`config.mk`:
```
export PLATFORM = sky130hd
export DESIGN_NAME = player_controller
export DESIGN_NICKNAME = d
export VERILOG_FILES = /design/src/rtl/player_controller.sv
export SDC_FILE = /design/constraint.sdc
export NUM_CORES = 1
export LEC_CHECK = 0
export BUFFER_PORTS_ARGS = -buffer_cell sky130_fd_sc_hd__buf_4
export CELL_PAD_IN_SITES_DETAIL_PLACEMENT = 0
export CELL_PAD_IN_SITES_GLOBAL_PLACEMENT = 2
export CORE_MARGIN = 5
export CORE_UTILIZATION = 32
export DETAILED_ROUTE_END_ITERATION = 10
export PLACE_DENSITY_LB_ADDON = 0.15
export SYNTH_ARGS = -nofsm -noshare
export SYNTH_HDL_FRONTEND = slang
export SYNTH_SLANG_ARGS = --single-unit
```
`constraint.sdc`:
```
create_clock -name clk -period 4.25 [get_ports clk]
set_input_delay 0.2125 -clock clk [delete_from_list [all_inputs] [get_ports clk]]
set_output_delay 0.2125 -clock clk [all_outputs]
set_load 0.03 [all_outputs]
```
`src/rtl/player_controller.sv`:
```
// Per-frame player controller: consumes the sticky button event vector, moves/faces the player, runs attack FSM.
// One-cycle latency from frame_tick; define PLAYER_HOLD_REPEAT_EN for auto-repeat of a held direction.
module player_controller #(
  parameter int GRID_W          = 16,
  parameter int GRID_H          = 12,
  parameter int START_X         = 0,
  parameter int START_Y         = 0,
  parameter int ATTACK_FRAMES   = 4,
  parameter int COOLDOWN_FRAMES = 8,
  parameter int REPEAT_FRAMES   = 6
) (
  input  logic                      clk,
  input  logic                      reset,
  input  logic                      frame_tick,
  input  logic [9:0]                control_state,
  output logic                      events_ack,
  output logic [$clog2(GRID_W)-1:0] player_x,
  output logic [$clog2(GRID_H)-1:0] player_y,
  output logic [1:0]                player_dir,
  output logic                      attacking,
  output logic                      cooldown
);
  localparam int X_W     = $clog2(GRID_W);
  localparam int Y_W     = $clog2(GRID_H);
  localparam int CNT_MAX = (ATTACK_FRAMES > COOLDOWN_FRAMES) ? ATTACK_FRAMES : COOLDOWN_FRAMES;
  localparam int CNT_W   = (CNT_MAX > 1) ? $clog2(CNT_MAX) : 1;
  localparam int RPT_W   = (REPEAT_FRAMES > 1) ? $clog2(REPEAT_FRAMES) : 1;

  if (ATTACK_FRAMES < 1 || COOLDOWN_FRAMES < 1 || REPEAT_FRAMES < 1) begin : g_bad_params
    $error("player_controller: frame counts must be at least 1");
  end

  typedef enum logic [1:0] {S_IDLE, S_ATTACK, S_COOLDOWN} state_e;

  state_e           state_q, state_d;
  logic [CNT_W-1:0] cnt_q, cnt_d;
  logic [X_W-1:0]   x_q, x_d;
  logic [Y_W-1:0]   y_q, y_d;
  logic [1:0]       dir_q, dir_d;
  logic [4:0]       held_q, held_d;
  logic             ack_q, ack_d;
  logic [4:0]       pressed, released;
  logic             win_vld, mv_vld;
  logic [1:0]       win_dir, mv_dir;
`ifdef PLAYER_HOLD_REPEAT_EN
  logic [RPT_W-1:0] rpt_q, rpt_d;
  logic             hold_vld;
  logic [1:0]       hold_dir;
`endif

  assign pressed  = control_state[9:5];
  assign released = control_state[4:0];

  // Fixed priority up > down > left > right; bit index doubles as direction code.
  always_comb begin
    win_vld = 1'b1;
    win_dir = 2'd0;
    if (pressed[0])      win_dir = 2'd0;
    else if (pressed[1]) win_dir = 2'd1;
    else if (pressed[2]) win_dir = 2'd2;
    else if (pressed[3]) win_dir = 2'd3;
    else                 win_vld = 1'b0;
  end

`ifdef PLAYER_HOLD_REPEAT_EN
  always_comb begin
    hold_vld = 1'b1;
    hold_dir = 2'd0;
    if (held_q[0])      hold_dir = 2'd0;
    else if (held_q[1]) hold_dir = 2'd1;
    else if (held_q[2]) hold_dir = 2'd2;
    else if (held_q[3]) hold_dir = 2'd3;
    else                hold_vld = 1'b0;
  end
`endif

  always_comb begin
    state_d = state_q;
    cnt_d   = cnt_q;
    x_d     = x_q;
    y_d     = y_q;
    dir_d   = dir_q;
    held_d  = held_q;
    ack_d   = 1'b0;
    mv_vld  = 1'b0;
    mv_dir  = win_dir;
`ifdef PLAYER_HOLD_REPEAT_EN
    rpt_d   = rpt_q;
`endif
    if (frame_tick) begin
      ack_d  = 1'b1;
      held_d = (held_q | pressed) & ~released;
      if (win_vld) begin
        dir_d  = win_dir;
        mv_vld = 1'b1;
      end
`ifdef PLAYER_HOLD_REPEAT_EN
      // Any event restarts the repeat period; otherwise count while a direction is held.
      if (|control_state || !hold_vld) begin
        rpt_d = '0;
      end else if (rpt_q == RPT_W'(REPEAT_FRAMES - 1)) begin
        rpt_d  = '0;
        mv_vld = 1'b1;
        mv_dir = hold_dir;
      end else begin
        rpt_d = rpt_q + 1'b1;
      end
`endif
      unique case (state_q)
        S_IDLE: begin
          if (pressed[4]) begin
            state_d = S_ATTACK;
            cnt_d   = CNT_W'(ATTACK_FRAMES - 1);
            mv_vld  = 1'b0;
          end
        end
        S_ATTACK: begin
          mv_vld = 1'b0;
          if (cnt_q == '0) begin
            state_d = S_COOLDOWN;
            cnt_d   = CNT_W'(COOLDOWN_FRAMES - 1);
          end else begin
            cnt_d = cnt_q - 1'b1;
          end
        end
        S_COOLDOWN: begin
          if (cnt_q == '0) state_d = S_IDLE;
          else             cnt_d   = cnt_q - 1'b1;
        end
        default: state_d = S_IDLE;
      endcase
      // Bounds are checked before stepping so the unsigned position never wraps.
      if (mv_vld) begin
        unique case (mv_dir)
          2'd0: if (y_q != '0)                   y_d = y_q - 1'b1;
          2'd1: if (y_q != Y_W'(GRID_H - 1))     y_d = y_q + 1'b1;
          2'd2: if (x_q != '0)                   x_d = x_q - 1'b1;
          default: if (x_q != X_W'(GRID_W - 1))  x_d = x_q + 1'b1;
        endcase
      end
    end
  end

  always_ff @(posedge clk) begin
    if (!reset) begin
      state_q <= S_IDLE;
      cnt_q   <= '0;
      x_q     <= X_W'(START_X);
      y_q     <= Y_W'(START_Y);
      dir_q   <= 2'd0;
      held_q  <= '0;
      ack_q   <= 1'b0;
`ifdef PLAYER_HOLD_REPEAT_EN
      rpt_q   <= '0;
`endif
    end else begin
      state_q <= state_d;
      cnt_q   <= cnt_d;
      x_q     <= x_d;
      y_q     <= y_d;
      dir_q   <= dir_d;
      held_q  <= held_d;
      ack_q   <= ack_d;
`ifdef PLAYER_HOLD_REPEAT_EN
      rpt_q   <= rpt_d;
`endif
    end
  end

  assign events_ack = ack_q;
  assign player_x   = x_q;
  assign player_y   = y_q;
  assign player_dir = dir_q;
  assign attacking  = (state_q == S_ATTACK);
  assign cooldown   = (state_q == S_COOLDOWN);
endmodule
```
==> flow_results.xml, run 1 <==
<?xml version="1.0" encoding="UTF-8"?>
<metrics>
  <group name="timing">
    <metric name="highest_clock_rate" unit="MHz">500</metric>
    <metric name="finalSetupViolations" unit="">0</metric>
    <metric name="final.min_clock_period" unit="ns">2.00</metric>
    <metric name="max_transition_margin" unit="%">65.2</metric>
    <metric name="timing_hold_violations_final" unit="">0</metric>
    <metric name="setup_repair_after_global_routing_missed_its_margin" unit="">no</metric>
    <metric name="timing_worst_slew_pin_value" unit="ns">0.515</metric>
    <metric name="final.setup_skew" unit="ns">0.000619</metric>
    <metric name="fin_crit_sh" unit="%">47.1</metric>
    <metric name="totalNegativeSetupSlack" unit="ns">0</metric>
    <metric name="final_max_slew_viol_count" unit="">0</metric>
  </group>
  <group name="critical_path">
    <metric name="endpoint_kind" unit="">register</metric>
    <metric name="timing.critical_path.from_type" unit="">register</metric>
    <metric name="critPathArrivalTime" unit="ns">2.24</metric>
    <metric name="required" unit="ns">4.49</metric>
    <metric name="timing.critical_path.slowest_stage_cell" unit="">sky130_fd_sc_hd__dfxtp_1</metric>
    <metric name="path_cells" unit="">inv_1, ha_1, mux2_2, a211o_1, or3_1, a21oi_1</metric>
    <metric name="critical_path.max_fanout" unit="">6</metric>
    <metric name="timing.critical_path.slowest_cell_delay" unit="ns">0.41</metric>
    <metric name="critPathKind" unit="">reg2reg</metric>
    <metric name="worst_r2r_path_depth" unit="">6</metric>
  </group>
  <group name="cts">
    <metric name="cts.sink_count" unit="">16</metric>
    <metric name="cts.repair.resized" unit="">0</metric>
    <metric name="clock_tree.root_cell" unit="">sky130_fd_sc_hd__clkbuf_4</metric>
    <metric name="tritoncts" unit="">built</metric>
    <metric name="post-cts-setup-buffer-count" unit="">0</metric>
    <metric name="cts.hold.buffers_added" unit="">0</metric>
    <metric name="ctsLongestPathBuffers" unit="">2</metric>
    <metric name="maximum_level_of_the_cts_h_tree" unit="">1</metric>
    <metric name="cts_inserted_buffers" unit="">3</metric>
    <metric name="cts.clk_slew.worst_paths" unit="ns">0.11</metric>
    <metric name="worstSkewPairLatency" unit="ns">0.30</metric>
  </group>
  <group name="route">
    <metric name="post_drt_wl_per_cell" unit="um">12.2</metric>
    <metric name="detailroute.via_count" unit="">863</metric>
    <metric name="route.final.wire_length" unit="um">2210</metric>
    <metric name="antenna_left" unit="">0</metric>
    <metric name="drt_drc_violations_left" unit="">0</metric>
    <metric name="vias_per_cell" unit="">4.77</metric>
    <metric name="drtPass1Iterations" unit="">4</metric>
    <metric name="detailedRoute.firstIterationViolations" unit="">57</metric>
  </group>
  <group name="pwr">
    <metric name="power.clock.fraction" unit="%">27.9</metric>
    <metric name="power.leakage" unit="nW">0.530</metric>
    <metric name="seq_power_share" unit="%">43.6</metric>
    <metric name="power.density_cell_area" unit="mW/mm2">318</metric>
    <metric name="vdd_drop_max" unit="mV">0.143</metric>
    <metric name="power_switching_share" unit="%">33.3</metric>
    <metric name="p_sw" unit="mW">0.130</metric>
    <metric name="intPower" unit="mW">0.262</metric>
    <metric name="combPwrFrac" unit="%">28.5</metric>
  </group>
  <group name="job">
    <metric name="drv_cap" unit="">0</metric>
  </group>
  <group name="global_routing">
    <metric name="grt_pass1_vias" unit="">819</metric>
    <metric name="grt_pass1_wl" unit="um">3780</metric>
    <metric name="overflow" unit="">0</metric>
    <metric name="antenna_found_initial" unit="">0</metric>
    <metric name="grt_max_degree" unit="">14</metric>
    <metric name="globalRouteTotalUtil" unit="%">11.3</metric>
  </group>
  <group name="run_status">
    <metric name="outcome" unit="">complete, no violations</metric>
  </group>
  <group name="floorplanning">
    <metric name="die_height" unit="um">65.9</metric>
    <metric name="area_of_the_placeable_core" unit="mm2">0.00303</metric>
    <metric name="die_width" unit="um">65.9</metric>
    <metric name="core.rowCount" unit="">20</metric>
    <metric name="initial_util" unit="%">33.0</metric>
    <metric name="design.portCount" unit="">26</metric>
    <metric name="fp.dieArea" unit="mm2">0.00434</metric>
  </group>
  <group name="placement">
    <metric name="finalWeightedCongestion" unit="">0.757</metric>
    <metric name="total_placed_instance_area" unit="mm2">0.00120</metric>
    <metric name="post-dp-hpwl" unit="um">1620</metric>
    <metric name="numPortBuffers" unit="">20</metric>
  </group>
  <group name="min_path">
    <metric name="hold_path_class" unit="">in2reg</metric>
    <metric name="min_path_cells" unit="">2</metric>
  </group>
  <group name="final_layout">
    <metric name="multi_input_comb_area" unit="um2">644</metric>
    <metric name="final.fill_count" unit="">321</metric>
    <metric name="drive_above_1_share" unit="%">21.9</metric>
    <metric name="layout.cell_area.non_filler" unit="mm2">0.00123</metric>
    <metric name="antenna_cells_inserted" unit="">0</metric>
    <metric name="total_number_of_nets_in_the_final_design" unit="">161</metric>
    <metric name="seqCellArea" unit="um2">320</metric>
    <metric name="area_delta_synth_final" unit="%">23.4</metric>
  </group>
  <group name="logic_synthesis">
    <metric name="post_synth_net_total" unit="">138</metric>
    <metric name="ys_warn_count" unit="">0</metric>
    <metric name="yosysSeqAreaShare" unit="%">32.1</metric>
    <metric name="synth.cell_area" unit="um2">998</metric>
    <metric name="netlist-cell-type-count" unit="">33</metric>
    <metric name="syn-instance-count" unit="">115</metric>
    <metric name="ys_ff_latch" unit="">16</metric>
    <metric name="postSynthAreaPerCell" unit="um2">8.68</metric>
  </group>
</metrics>
## layer usage
metal	track usage, %	vias up	part of all wire (%)
li1	-	448	-
met1	14.4	392	47
met2	17.3	19	45
met3	4.42	4	6.5
met4	3.89	0	1.4
met5	0	-	0
## layout by cell type, fill, tap and decap left out
| master | count |
|---|---|
| sky130_fd_sc_hd__a21oi_1 | 10 |
| sky130_fd_sc_hd__o41ai_1 | 1 |
| sky130_fd_sc_hd__clkbuf_8 | 1 |
| sky130_fd_sc_hd__clkbuf_4 | 3 |
| sky130_fd_sc_hd__or3_1 | 3 |
| sky130_fd_sc_hd__fa_1 | 1 |
| sky130_fd_sc_hd__o21ai_2 | 1 |
| sky130_fd_sc_hd__ha_1 | 9 |
| sky130_fd_sc_hd__o221a_2 | 1 |
| sky130_fd_sc_hd__mux2_2 | 1 |
| sky130_fd_sc_hd__buf_4 | 20 |
| sky130_fd_sc_hd__a211oi_1 | 2 |
| sky130_fd_sc_hd__o21ba_2 | 1 |
| sky130_fd_sc_hd__o21a_1 | 1 |
| sky130_fd_sc_hd__mux2i_1 | 5 |
| sky130_fd_sc_hd__nand2_1 | 5 |
| sky130_fd_sc_hd__xor2_1 | 2 |
| sky130_fd_sc_hd__nand3_1 | 1 |
| sky130_fd_sc_hd__a211o_1 | 2 |
| sky130_fd_sc_hd__a21boi_0 | 1 |
| sky130_fd_sc_hd__nor3_1 | 4 |
| sky130_fd_sc_hd__a41o_1 | 1 |
| sky130_fd_sc_hd__o22a_1 | 1 |
| sky130_fd_sc_hd__inv_1 | 7 |
| sky130_fd_sc_hd__dfxtp_1 | 16 |
| sky130_fd_sc_hd__xnor2_1 | 3 |
| sky130_fd_sc_hd__o21ai_0 | 10 |
| sky130_fd_sc_hd__and2_1 | 1 |
| sky130_fd_sc_hd__nor2b_1 | 4 |
| sky130_fd_sc_hd__or4_1 | 1 |
| sky130_fd_sc_hd__a21o_1 | 1 |
| sky130_fd_sc_hd__a211oi_2 | 1 |
| sky130_fd_sc_hd__nor3b_4 | 1 |
| sky130_fd_sc_hd__nor2_1 | 13 |
| sky130_fd_sc_hd__nand2b_1 | 2 |
## stage by stage
| step | setup WS, ns | cells | utilization (%) | power (mW) | hold slack (ns) |
|---|---|---|---|---|---|
| floorplan | 2.31 | 115 | - | 0.252 | 0.334 |
| global placement | 2.29 | 177 | 39.5 | 0.285 | 0.464 |
| detailed placement | 2.25 | 177 | 39.5 | 0.287 | 0.465 |
| CTS | 2.23 | 181 | 40.7 | 0.400 | 0.140 |
| global route | 2.08 | 181 | 40.7 | 0.420 | 0.154 |
| finish | 2.25 | 181 | 40.7 | 0.392 | 0.151 |
## Yosys cell counts
library cell	instances	share of area, %
sky130_fd_sc_hd__nor3_1	4	2.0
sky130_fd_sc_hd__or3_1	3	1.9
sky130_fd_sc_hd__o21ba_2	1	1.0
sky130_fd_sc_hd__dfxtp_1	16	32
sky130_fd_sc_hd__inv_1	7	2.6
sky130_fd_sc_hd__a41o_1	1	1.0
sky130_fd_sc_hd__nand3_1	1	0.50
sky130_fd_sc_hd__nand2b_1	2	1.3
sky130_fd_sc_hd__nor2_1	13	4.9
sky130_fd_sc_hd__o21ai_0	10	5.0
sky130_fd_sc_hd__fa_1	1	2.0
sky130_fd_sc_hd__a21o_1	1	0.75
sky130_fd_sc_hd__xnor2_1	3	2.6
sky130_fd_sc_hd__xor2_1	2	1.8
sky130_fd_sc_hd__a211oi_2	1	1.3
sky130_fd_sc_hd__a211o_1	2	1.8
sky130_fd_sc_hd__nor3b_4	1	1.9
sky130_fd_sc_hd__mux2_2	1	1.1
sky130_fd_sc_hd__or4_1	1	0.75
sky130_fd_sc_hd__nand2_1	5	1.9
sky130_fd_sc_hd__o21a_1	1	0.75
sky130_fd_sc_hd__o22a_1	1	0.88
sky130_fd_sc_hd__clkbuf_1	2	0.75
sky130_fd_sc_hd__and2_1	1	0.63
sky130_fd_sc_hd__ha_1	9	11
sky130_fd_sc_hd__a21oi_1	10	5.0
sky130_fd_sc_hd__o21ai_2	1	0.88
sky130_fd_sc_hd__o41ai_1	1	0.88
sky130_fd_sc_hd__a211oi_1	2	1.5
sky130_fd_sc_hd__nor2b_1	4	2.5
sky130_fd_sc_hd__mux2i_1	5	5.0
sky130_fd_sc_hd__a21boi_0	1	0.75
sky130_fd_sc_hd__o221a_2	1	1.1
## logic make-up after synthesis
| logic type | synth area share (%) |
|---|---|
| AOI/OAI and AO/OA | 22.6 |
| xor gates and xnor gates | 4.39 |
| muxes | 6.14 |
| buffers and inverters | 3.38 |
| adders and majority gates | 13.3 |
| and+or+nand+nor | 18.2 |
| DFF | 32.1 |
## critical path, delay by kind of cell, from the launching register on
family,cells,cell delay (ns)
multiplexers,1,0.31
AND/OR/NAND/NOR,1,0.37
AO/OA/AOI/OAI,2,0.51
buffers and inverters,1,0.08
adder cells (fa/ha/maj),1,0.26
flip-flops,1,0.41
## registers in the layout (all words and copies together), names as in the netlist
register / cells
player_y: 4
state_q: 2
cnt_q: 3
events_ack: 1
player_dir: 2
player_x: 4
## power groups by stage
stage	clock network (mW)	registers [mW]	logic, mW
detailed placement	0	0.174	0.112
finish	0.109	0.171	0.112
floorplan	0	0.183	0.0691
global route	0.122	0.173	0.125
CTS	0.115	0.171	0.113
global placement	0	0.174	0.112
## worst paths after layout
kind / slack (ns) / end / start
setup / recovery: 2.25 / player_x[2] / state_q[1]
hold / removal: 0.15 / events_ack / reset
setup reg to reg: 2.25 / player_x[2] / state_q[1]
hold reg to reg: 0.49 / player_dir[1] / player_dir[1]
## final cells by class
class | count | share of cell area (%)
inverters | 7 | 2.13
repair buffers | 20 | 12.2
flip-flops and latches | 16 | 26.0
well taps | 44 | 4.47
clock buffers | 4 | 2.94
multi-input cells | 90 | 52.3
No activity file was read; power rests on OpenSTA's default activity.
==> run 2, diff against run 1 <==
ABC_AREA = 1   (was default)
CORE_UTILIZATION = 28   (was 32)
clock period = 2 ns   (was 4.25 ns; I/O delays follow)
==> run 2 against run 1 <==
Net effect:
- worst hold slack worse by 0.048 ns
- critical endpoint is now player_x[3]
- clock-buffer cell count stayed put
- via count is 26% higher
- worst setup slack worse by 1.8 ns
- largest cell class unchanged
- clock power grew to 2.6 times the previous value
- highest routed layer unchanged
- core utilization is 5.4 points lower
- design area is 14% higher
- critical path depth is 6 higher
- routed wire length is 20% higher
- die area is 25% higher
==> flow_results.xml, run 2 <==
<?xml version="1.0" encoding="UTF-8"?>
<metrics>
  <group name="run_status">
    <metric name="outcome" unit="">complete, no violations</metric>
  </group>
  <group name="logic_synthesis">
    <metric name="synthArstFlopShare" unit="%">0</metric>
    <metric name="synth.top_cells.by_area" unit="">sky130_fd_sc_hd__dfxtp_1 28%, sky130_fd_sc_hd__nand2_1 14%, sky130_fd_sc_hd__inv_1 10%</metric>
    <metric name="netlist-cell-type-count" unit="">21</metric>
    <metric name="postSynthAreaPerCell" unit="um2">6.45</metric>
    <metric name="post_synth_net_total" unit="">199</metric>
    <metric name="synth.cell_area" unit="mm2">0.00113</metric>
    <metric name="yosys-top-cells-count" unit="">42 x sky130_fd_sc_hd__nand2_1, 31 x sky130_fd_sc_hd__inv_1, 17 x sky130_fd_sc_hd__nor2_1, 16 x sky130_fd_sc_hd__dfxtp_1</metric>
    <metric name="ys_ff_latch" unit="">16</metric>
    <metric name="syn-instance-count" unit="">176</metric>
    <metric name="yosysSeqAreaShare" unit="%">28.2</metric>
    <metric name="synth-edff-count" unit="">0</metric>
    <metric name="netlist.area_leader.share" unit="%">28.2</metric>
    <metric name="post-synth-top-area-cell" unit="">sky130_fd_sc_hd__dfxtp_1</metric>
    <metric name="synthMostInstantiatedCell" unit="">sky130_fd_sc_hd__nand2_1</metric>
    <metric name="ys_warn_count" unit="">0</metric>
    <metric name="yosys_most_used_dff" unit="">sky130_fd_sc_hd__dfxtp_1</metric>
  </group>
  <group name="final_layout">
    <metric name="mostFrequentLayoutCell" unit="">sky130_fd_sc_hd__nand2_1</metric>
    <metric name="antenna_cells_inserted" unit="">0</metric>
    <metric name="total_number_of_nets_in_the_final_design" unit="">224</metric>
    <metric name="commonest_non_fill_non_tap_cells_in_the_layout" unit="">42 x sky130_fd_sc_hd__nand2_1, 31 x sky130_fd_sc_hd__inv_1, 20 x sky130_fd_sc_hd__buf_4</metric>
    <metric name="drive_above_1_share" unit="%">20.0</metric>
    <metric name="area_delta_synth_final" unit="%">23.6</metric>
    <metric name="post-route-util" unit="%">35.3</metric>
  </group>
  <group name="min_path">
    <metric name="hold_path.startpoint" unit="">frame_tick</metric>
    <metric name="hold_path_class" unit="">in2reg</metric>
    <metric name="min_path_cells" unit="">3</metric>
    <metric name="hold_end" unit="">events_ack</metric>
  </group>
  <group name="global_routing">
    <metric name="grt_max_degree" unit="">10</metric>
    <metric name="grt_pass1_vias" unit="">1077</metric>
    <metric name="globalRouteTotalUtil" unit="%">11.1</metric>
    <metric name="antenna_found_initial" unit="">0</metric>
    <metric name="grt_pass1_wl" unit="um">4710</metric>
    <metric name="overflow" unit="">0</metric>
  </group>
  <group name="floorplanning">
    <metric name="die_height" unit="um">73.7</metric>
    <metric name="die_width" unit="um">73.7</metric>
    <metric name="area_of_the_placeable_core" unit="mm2">0.00397</metric>
    <metric name="fp.dieArea" unit="mm2">0.00543</metric>
    <metric name="initial_util" unit="%">28.6</metric>
    <metric name="design.portCount" unit="">26</metric>
    <metric name="core.rowCount" unit="">23</metric>
  </group>
  <group name="timing">
    <metric name="setup_repair_after_global_routing_missed_its_margin" unit="">no</metric>
    <metric name="totalNegativeSetupSlack" unit="ns">0</metric>
    <metric name="final.min_clock_period" unit="ns">1.55</metric>
    <metric name="finalSetupViolations" unit="">0</metric>
    <metric name="final_max_slew_viol_count" unit="">0</metric>
    <metric name="highest_clock_rate" unit="MHz">644</metric>
    <metric name="timing_hold_violations_final" unit="">0</metric>
    <metric name="fin_crit_sh" unit="%">77.6</metric>
    <metric name="timing_worst_slew_pin_value" unit="ns">0.296</metric>
    <metric name="max_transition_margin" unit="%">80.2</metric>
    <metric name="final.setup_skew" unit="ns">0.000686</metric>
  </group>
  <group name="cts">
    <metric name="worstSkewPairLatency" unit="ns">0.24</metric>
    <metric name="cts_inserted_buffers" unit="">3</metric>
    <metric name="tritoncts" unit="">built</metric>
    <metric name="post-cts-setup-buffer-count" unit="">0</metric>
    <metric name="cts.sink_count" unit="">16</metric>
    <metric name="clock_tree.root_cell" unit="">sky130_fd_sc_hd__clkbuf_8</metric>
    <metric name="cts.hold.buffers_added" unit="">0</metric>
    <metric name="ctsLongestPathBuffers" unit="">2</metric>
    <metric name="cts.repair.resized" unit="">0</metric>
    <metric name="cts.clk_slew.worst_paths" unit="ns">0.06</metric>
    <metric name="maximum_level_of_the_cts_h_tree" unit="">1</metric>
  </group>
  <group name="critical_path">
    <metric name="critPathKind" unit="">reg2reg</metric>
    <metric name="worst_r2r_path_depth" unit="">12</metric>
    <metric name="timing.critical_path.from_type" unit="">register</metric>
    <metric name="rr_startpoint" unit="">state_q[1]</metric>
    <metric name="required" unit="ns">2.14</metric>
    <metric name="critPathArrivalTime" unit="ns">1.70</metric>
    <metric name="endpoint_kind" unit="">register</metric>
    <metric name="capture_point_of_the_worst_reg_to_reg_path" unit="">player_x[3]</metric>
    <metric name="rrSetupSlack" unit="ns">0.45</metric>
    <metric name="critical_path.max_fanout" unit="">6</metric>
  </group>
  <group name="pwr">
    <metric name="power.leakage" unit="nW">0.690</metric>
    <metric name="power.density_cell_area" unit="mW/mm2">644</metric>
    <metric name="vdd_drop_max" unit="mV">0.276</metric>
  </group>
  <group name="route">
    <metric name="post_drt_wl_per_cell" unit="um">10.6</metric>
    <metric name="drt_drc_violations_left" unit="">0</metric>
    <metric name="route.final.wire_length" unit="um">2660</metric>
    <metric name="detailroute.via_count" unit="">1091</metric>
    <metric name="detailedRoute.firstIterationViolations" unit="">44</metric>
    <metric name="vias_per_cell" unit="">4.36</metric>
    <metric name="drtPass1Iterations" unit="">4</metric>
    <metric name="antenna_left" unit="">0</metric>
  </group>
  <group name="job">
    <metric name="drv_cap" unit="">0</metric>
  </group>
  <group name="placement">
    <metric name="post-dp-hpwl" unit="um">2190</metric>
    <metric name="finalWeightedCongestion" unit="">0.832</metric>
    <metric name="numPortBuffers" unit="">20</metric>
  </group>
</metrics>
## run 2: changes by cell type after synthesis, moves of 4 or more
cell,before,now
sky130_fd_sc_hd__nand2_2,0,4
sky130_fd_sc_hd__nand3_2,0,4
sky130_fd_sc_hd__a21oi_1,10,14
sky130_fd_sc_hd__nand2_1,5,42
sky130_fd_sc_hd__nor2b_1,4,0
sky130_fd_sc_hd__nand3_1,1,14
sky130_fd_sc_hd__nor2_1,13,17
sky130_fd_sc_hd__inv_1,7,31
sky130_fd_sc_hd__mux2i_1,5,0
sky130_fd_sc_hd__inv_2,0,5
## run 2: worst max path at each step
stage                  end  depth (start not counted)  slack, ns  startpoint
2_1_floorplan  player_x[3]                         12       0.46  state_q[1]
3_3_place_gp   player_x[3]                         12       0.46  state_q[1]
3_5_place_dp   player_x[3]                         12       0.45  state_q[1]
4_1_cts        player_x[3]                         12       0.42  state_q[1]
5_1_grt        player_x[3]                         12       0.14  state_q[1]
6_report       player_x[3]                         12       0.45  state_q[1]
## run 2: critical path, stage by stage (launching register included)
cell and delay, ns:
sky130_fd_sc_hd__dfxtp_1 0.38, sky130_fd_sc_hd__inv_1 0.08, sky130_fd_sc_hd__ha_1 0.24, sky130_fd_sc_hd__nor2_1 0.11, sky130_fd_sc_hd__inv_1 0.04, sky130_fd_sc_hd__nand2_1 0.07
sky130_fd_sc_hd__inv_1 0.06, sky130_fd_sc_hd__nor2_1 0.12, sky130_fd_sc_hd__nand2_2 0.12, sky130_fd_sc_hd__inv_2 0.08, sky130_fd_sc_hd__nand3_1 0.06, sky130_fd_sc_hd__nand2_1 0.06
sky130_fd_sc_hd__nor2_1 0.03
## run 2: cells by family (layout without fill, tap and decap cells)
logic type                 count (synthesis)  count (layout)  share of synthesized area (%)
adders and majority gates                 10              10                           11.7
AOI/OAI and AO/OA                         28              28                           13.2
xor gates and xnor gates                   2               2                           1.54
buffers and inverters                     36              60                           11.9
DFF                                       16              16                           28.2
and+or+nand+nor                           84              84                           33.4
## run 2: power breakdown
group | switching, mW | leakage, nW | internal, mW | total, mW
clock network | 0.106 | 0.0288 | 0.174 | 0.281
logic | 0.166 | 0.530 | 0.0961 | 0.262
registers | 0.0206 | 0.131 | 0.340 | 0.361
total | 0.293 | 0.690 | 0.611 | 0.904
## run 2: layer usage
metal / track usage, % / vias to the layer above / routed length, um
met3: 1.92 / 7 / 119
met5: 0 / - / 0
li1: - / 597 / -
met2: 16.1 / 20 / 1100
met4: 5.63 / 0 / 55
met1: 15.5 / 467 / 1380
## run 2: layout make-up
cell class                      instances  area [um2]
Inverter                               36         135
Multi-Input combinational cell        124         679
Tap cell                               50        62.6
Fill cell                             460        2570
Sequential cell                        16         320
Timing Repair Buffer                   20         150
Clock buffer                            4        55.1
## run 2: metrics by stage
stage | setup WS (ns) | instances | area [um2] | hold WS (ns) | power (mW)
after floorplan | 0.459 | 176 | 1130 | 0.193 | 0.549
after global placement | 0.456 | 246 | 1350 | 0.369 | 0.631
after detailed placement | 0.449 | 246 | 1350 | 0.362 | 0.632
after CTS | 0.421 | 250 | 1400 | 0.104 | 0.921
after global routing | 0.142 | 250 | 1400 | 0.121 | 0.982
final | 0.447 | 250 | 1400 | 0.104 | 0.904
==> run 3, diff against run 2 <==
ABC_AREA = 0   (was 1)
CORE_UTILIZATION = 27   (was 28)
clock period = 1.25 ns   (was 2 ns; I/O delays follow)
==> run 3 against run 2 <==
Net effect:
- the run now ends with setup timing left
- via count decreased by 7.5%
- critical path depth decreased by 6
- die area decreased by 7.6%
- routed wire length down 2.3%
- highest routed layer unchanged
==> flow_results.xml, run 3 (synthesized netlist as in run 1, its figures left out) <==
<?xml version="1.0" encoding="UTF-8"?>
<metrics>
  <group name="run_status">
    <metric name="outcome" unit="">finished with violations</metric>
    <metric name="failed_checks" unit="">setup timing</metric>
  </group>
  <group name="critical_path">
    <metric name="timing.critical_path.from_type" unit="">register</metric>
    <metric name="timing.critical_path.slowest_stage_cell" unit="">sky130_fd_sc_hd__dfxtp_4</metric>
    <metric name="capture_point_of_the_worst_reg_to_reg_path" unit="">player_x[3]</metric>
    <metric name="endpoint_kind" unit="">register</metric>
    <metric name="critPathTopFamily" unit="">compound AO/OA/AOI/OAI gates</metric>
    <metric name="timing.critical_path.slowest_cell_delay" unit="ns">0.38</metric>
    <metric name="worst_r2r_path_depth" unit="">6</metric>
    <metric name="required" unit="ns">1.43</metric>
    <metric name="critPathArrivalTime" unit="ns">1.86</metric>
    <metric name="rrSetupSlack" unit="ns">-0.43</metric>
    <metric name="path_cells" unit="">inv_4, ha_4, mux2_4, a211o_1, or3_1, a21oi_2</metric>
    <metric name="rr_startpoint" unit="">state_q[0]</metric>
    <metric name="critical_path.max_fanout" unit="">5</metric>
    <metric name="path_buf_inv" unit="">1</metric>
    <metric name="critPathKind" unit="">reg2reg</metric>
  </group>
  <group name="final_layout">
    <metric name="antenna_cells_inserted" unit="">0</metric>
    <metric name="post-route-util" unit="%">45.7</metric>
    <metric name="total_number_of_nets_in_the_final_design" unit="">197</metric>
    <metric name="mostFrequentLayoutCell" unit="">sky130_fd_sc_hd__buf_4</metric>
    <metric name="commonest_non_fill_non_tap_cells_in_the_layout" unit="">53 x sky130_fd_sc_hd__buf_4, 10 x sky130_fd_sc_hd__dfxtp_1, 8 x sky130_fd_sc_hd__nor2_1, 8 x sky130_fd_sc_hd__a21oi_1, 7 x sky130_fd_sc_hd__o21ai_0</metric>
    <metric name="final.fill_count" unit="">370</metric>
    <metric name="drive_above_1_share" unit="%">52.3</metric>
    <metric name="layout.cell_area.non_filler" unit="mm2">0.00166</metric>
    <metric name="area_delta_synth_final" unit="%">66.4</metric>
  </group>
  <group name="cts">
    <metric name="ctsLongestPathBuffers" unit="">2</metric>
    <metric name="cts.sink_count" unit="">16</metric>
    <metric name="cts.clk_slew.worst_paths" unit="ns">0.06</metric>
    <metric name="maximum_level_of_the_cts_h_tree" unit="">1</metric>
    <metric name="worstSkewPairLatency" unit="ns">0.25</metric>
    <metric name="tritoncts" unit="">built</metric>
    <metric name="cts_inserted_buffers" unit="">3</metric>
    <metric name="clock_tree.root_cell" unit="">sky130_fd_sc_hd__clkbuf_8</metric>
    <metric name="cts.hold.buffers_added" unit="">0</metric>
  </group>
  <group name="timing">
    <metric name="timing_hold_violations_final" unit="">0</metric>
    <metric name="finalSetupViolations" unit="">14</metric>
    <metric name="final.setup_skew" unit="ns">0.00179</metric>
    <metric name="setup_slack" unit="ns">-0.430</metric>
    <metric name="setup_repair_after_global_routing_missed_its_margin" unit="">yes</metric>
    <metric name="final_max_slew_viol_count" unit="">0</metric>
    <metric name="timing_worst_slew_pin_value" unit="ns">0.501</metric>
    <metric name="highest_clock_rate" unit="MHz">595</metric>
    <metric name="final.min_clock_period" unit="ns">1.68</metric>
    <metric name="fin_crit_sh" unit="%">134</metric>
    <metric name="max_transition_margin" unit="%">66.5</metric>
  </group>
  <group name="placement">
    <metric name="numPortBuffers" unit="">20</metric>
    <metric name="post-dp-hpwl" unit="um">2010</metric>
    <metric name="total_placed_instance_area" unit="mm2">0.00149</metric>
    <metric name="finalWeightedCongestion" unit="">0.736</metric>
  </group>
  <group name="job">
    <metric name="drv_cap" unit="">0</metric>
  </group>
  <group name="floorplanning">
    <metric name="area_of_the_placeable_core" unit="mm2">0.00363</metric>
    <metric name="die_width" unit="um">70.8</metric>
    <metric name="initial_util" unit="%">27.5</metric>
    <metric name="design.portCount" unit="">26</metric>
    <metric name="fp.dieArea" unit="mm2">0.00501</metric>
    <metric name="core.rowCount" unit="">22</metric>
    <metric name="die_height" unit="um">70.8</metric>
  </group>
  <group name="pwr">
    <metric name="power.leakage" unit="nW">0.746</metric>
    <metric name="power.density_cell_area" unit="mW/mm2">955</metric>
    <metric name="vdd_drop_max" unit="mV">0.359</metric>
  </group>
  <group name="route">
    <metric name="antenna_left" unit="">0</metric>
    <metric name="detailedRoute.firstIterationViolations" unit="">36</metric>
    <metric name="vias_per_cell" unit="">4.59</metric>
    <metric name="route.final.wire_length" unit="um">2600</metric>
    <metric name="post_drt_wl_per_cell" unit="um">11.8</metric>
    <metric name="detailroute.via_count" unit="">1009</metric>
    <metric name="drtPass1Iterations" unit="">3</metric>
    <metric name="drt_drc_violations_left" unit="">0</metric>
  </group>
  <group name="global_routing">
    <metric name="globalRouteTotalUtil" unit="%">11.4</metric>
    <metric name="antenna_found_initial" unit="">0</metric>
    <metric name="grt_pass1_wl" unit="um">4650</metric>
    <metric name="grt_max_degree" unit="">14</metric>
    <metric name="grt_pass1_vias" unit="">1050</metric>
    <metric name="overflow" unit="">0</metric>
  </group>
  <group name="min_path">
    <metric name="min_path_cells" unit="">2</metric>
    <metric name="hold_path.startpoint" unit="">reset</metric>
    <metric name="hold_path_class" unit="">in2reg</metric>
    <metric name="hold_end" unit="">events_ack</metric>
  </group>
</metrics>
## run 3: through the flow
step | power [mW] | hold WS, ns | TNS (ns) | setup WS, ns | std cells
after detailed placement | 1.12 | 0.332 | -3.83 | -0.424 | 215
after CTS | 1.60 | 0.0703 | -3.90 | -0.415 | 220
final | 1.59 | 0.0706 | -4.06 | -0.430 | 220
after global routing | 1.70 | 0.0786 | -5.13 | -0.519 | 220
after floorplan | 0.882 | 0.184 | -3.24 | -0.404 | 115
after global placement | 1.11 | 0.318 | -3.57 | -0.382 | 215
## run 3: per-layer routing
layer  vias to the layer above  track usage (%)  wire (um)
met2                        14             18.9       1210
li1                        522                -          -
met4                         0             4.38         24
met5                         -                0          0
met1                       471             14.2       1240
met3                         2             2.98        117
## run 3: repair_timing
action,4_1_cts,5_1_grt
resized for setup,25,5
endpoints found under the hold margin,0,0
endpoints found under the setup margin,14,14
pin swaps,8,3
setup buffers,3,0
## run 3: worst max-delay path by stage
stage          startpoint  depth (start not counted)  slack [ns]           to
2_1_floorplan  state_q[1]                          6       -0.40  player_x[2]
3_3_place_gp   state_q[0]                          6       -0.38  player_x[2]
3_5_place_dp   state_q[0]                          6       -0.42  player_x[3]
4_1_cts        state_q[0]                          6       -0.42  player_x[3]
5_1_grt        state_q[0]                          6       -0.52  player_x[3]
6_report       state_q[0]                          6       -0.43  player_x[3]
## run 3: final cells by class
class                   instances  area [um2]  share of cell area, %
repair buffers                 56         432                   26.0
inverters                       7        28.8                   1.73
multi-input cells              90         769                   46.3
flip-flops and latches         16         330                   19.9
well taps                      48        60.1                   3.61
clock buffers                   3        41.3                   2.48
## run 3: where the power goes
group	switching [mW]	internal, mW	total [mW]
clock network	0.177	0.213	0.390
registers	0.0283	0.548	0.577
logic	0.296	0.324	0.620
## run 3: worst reg2reg max path, cell delays in order (launching register included)
cell,delay [ns]
sky130_fd_sc_hd__dfxtp_4,0.38
sky130_fd_sc_hd__inv_4,0.04
sky130_fd_sc_hd__ha_4,0.15
sky130_fd_sc_hd__mux2_4,0.30
sky130_fd_sc_hd__a211o_1,0.28
sky130_fd_sc_hd__or3_1,0.33
sky130_fd_sc_hd__a21oi_2,0.12
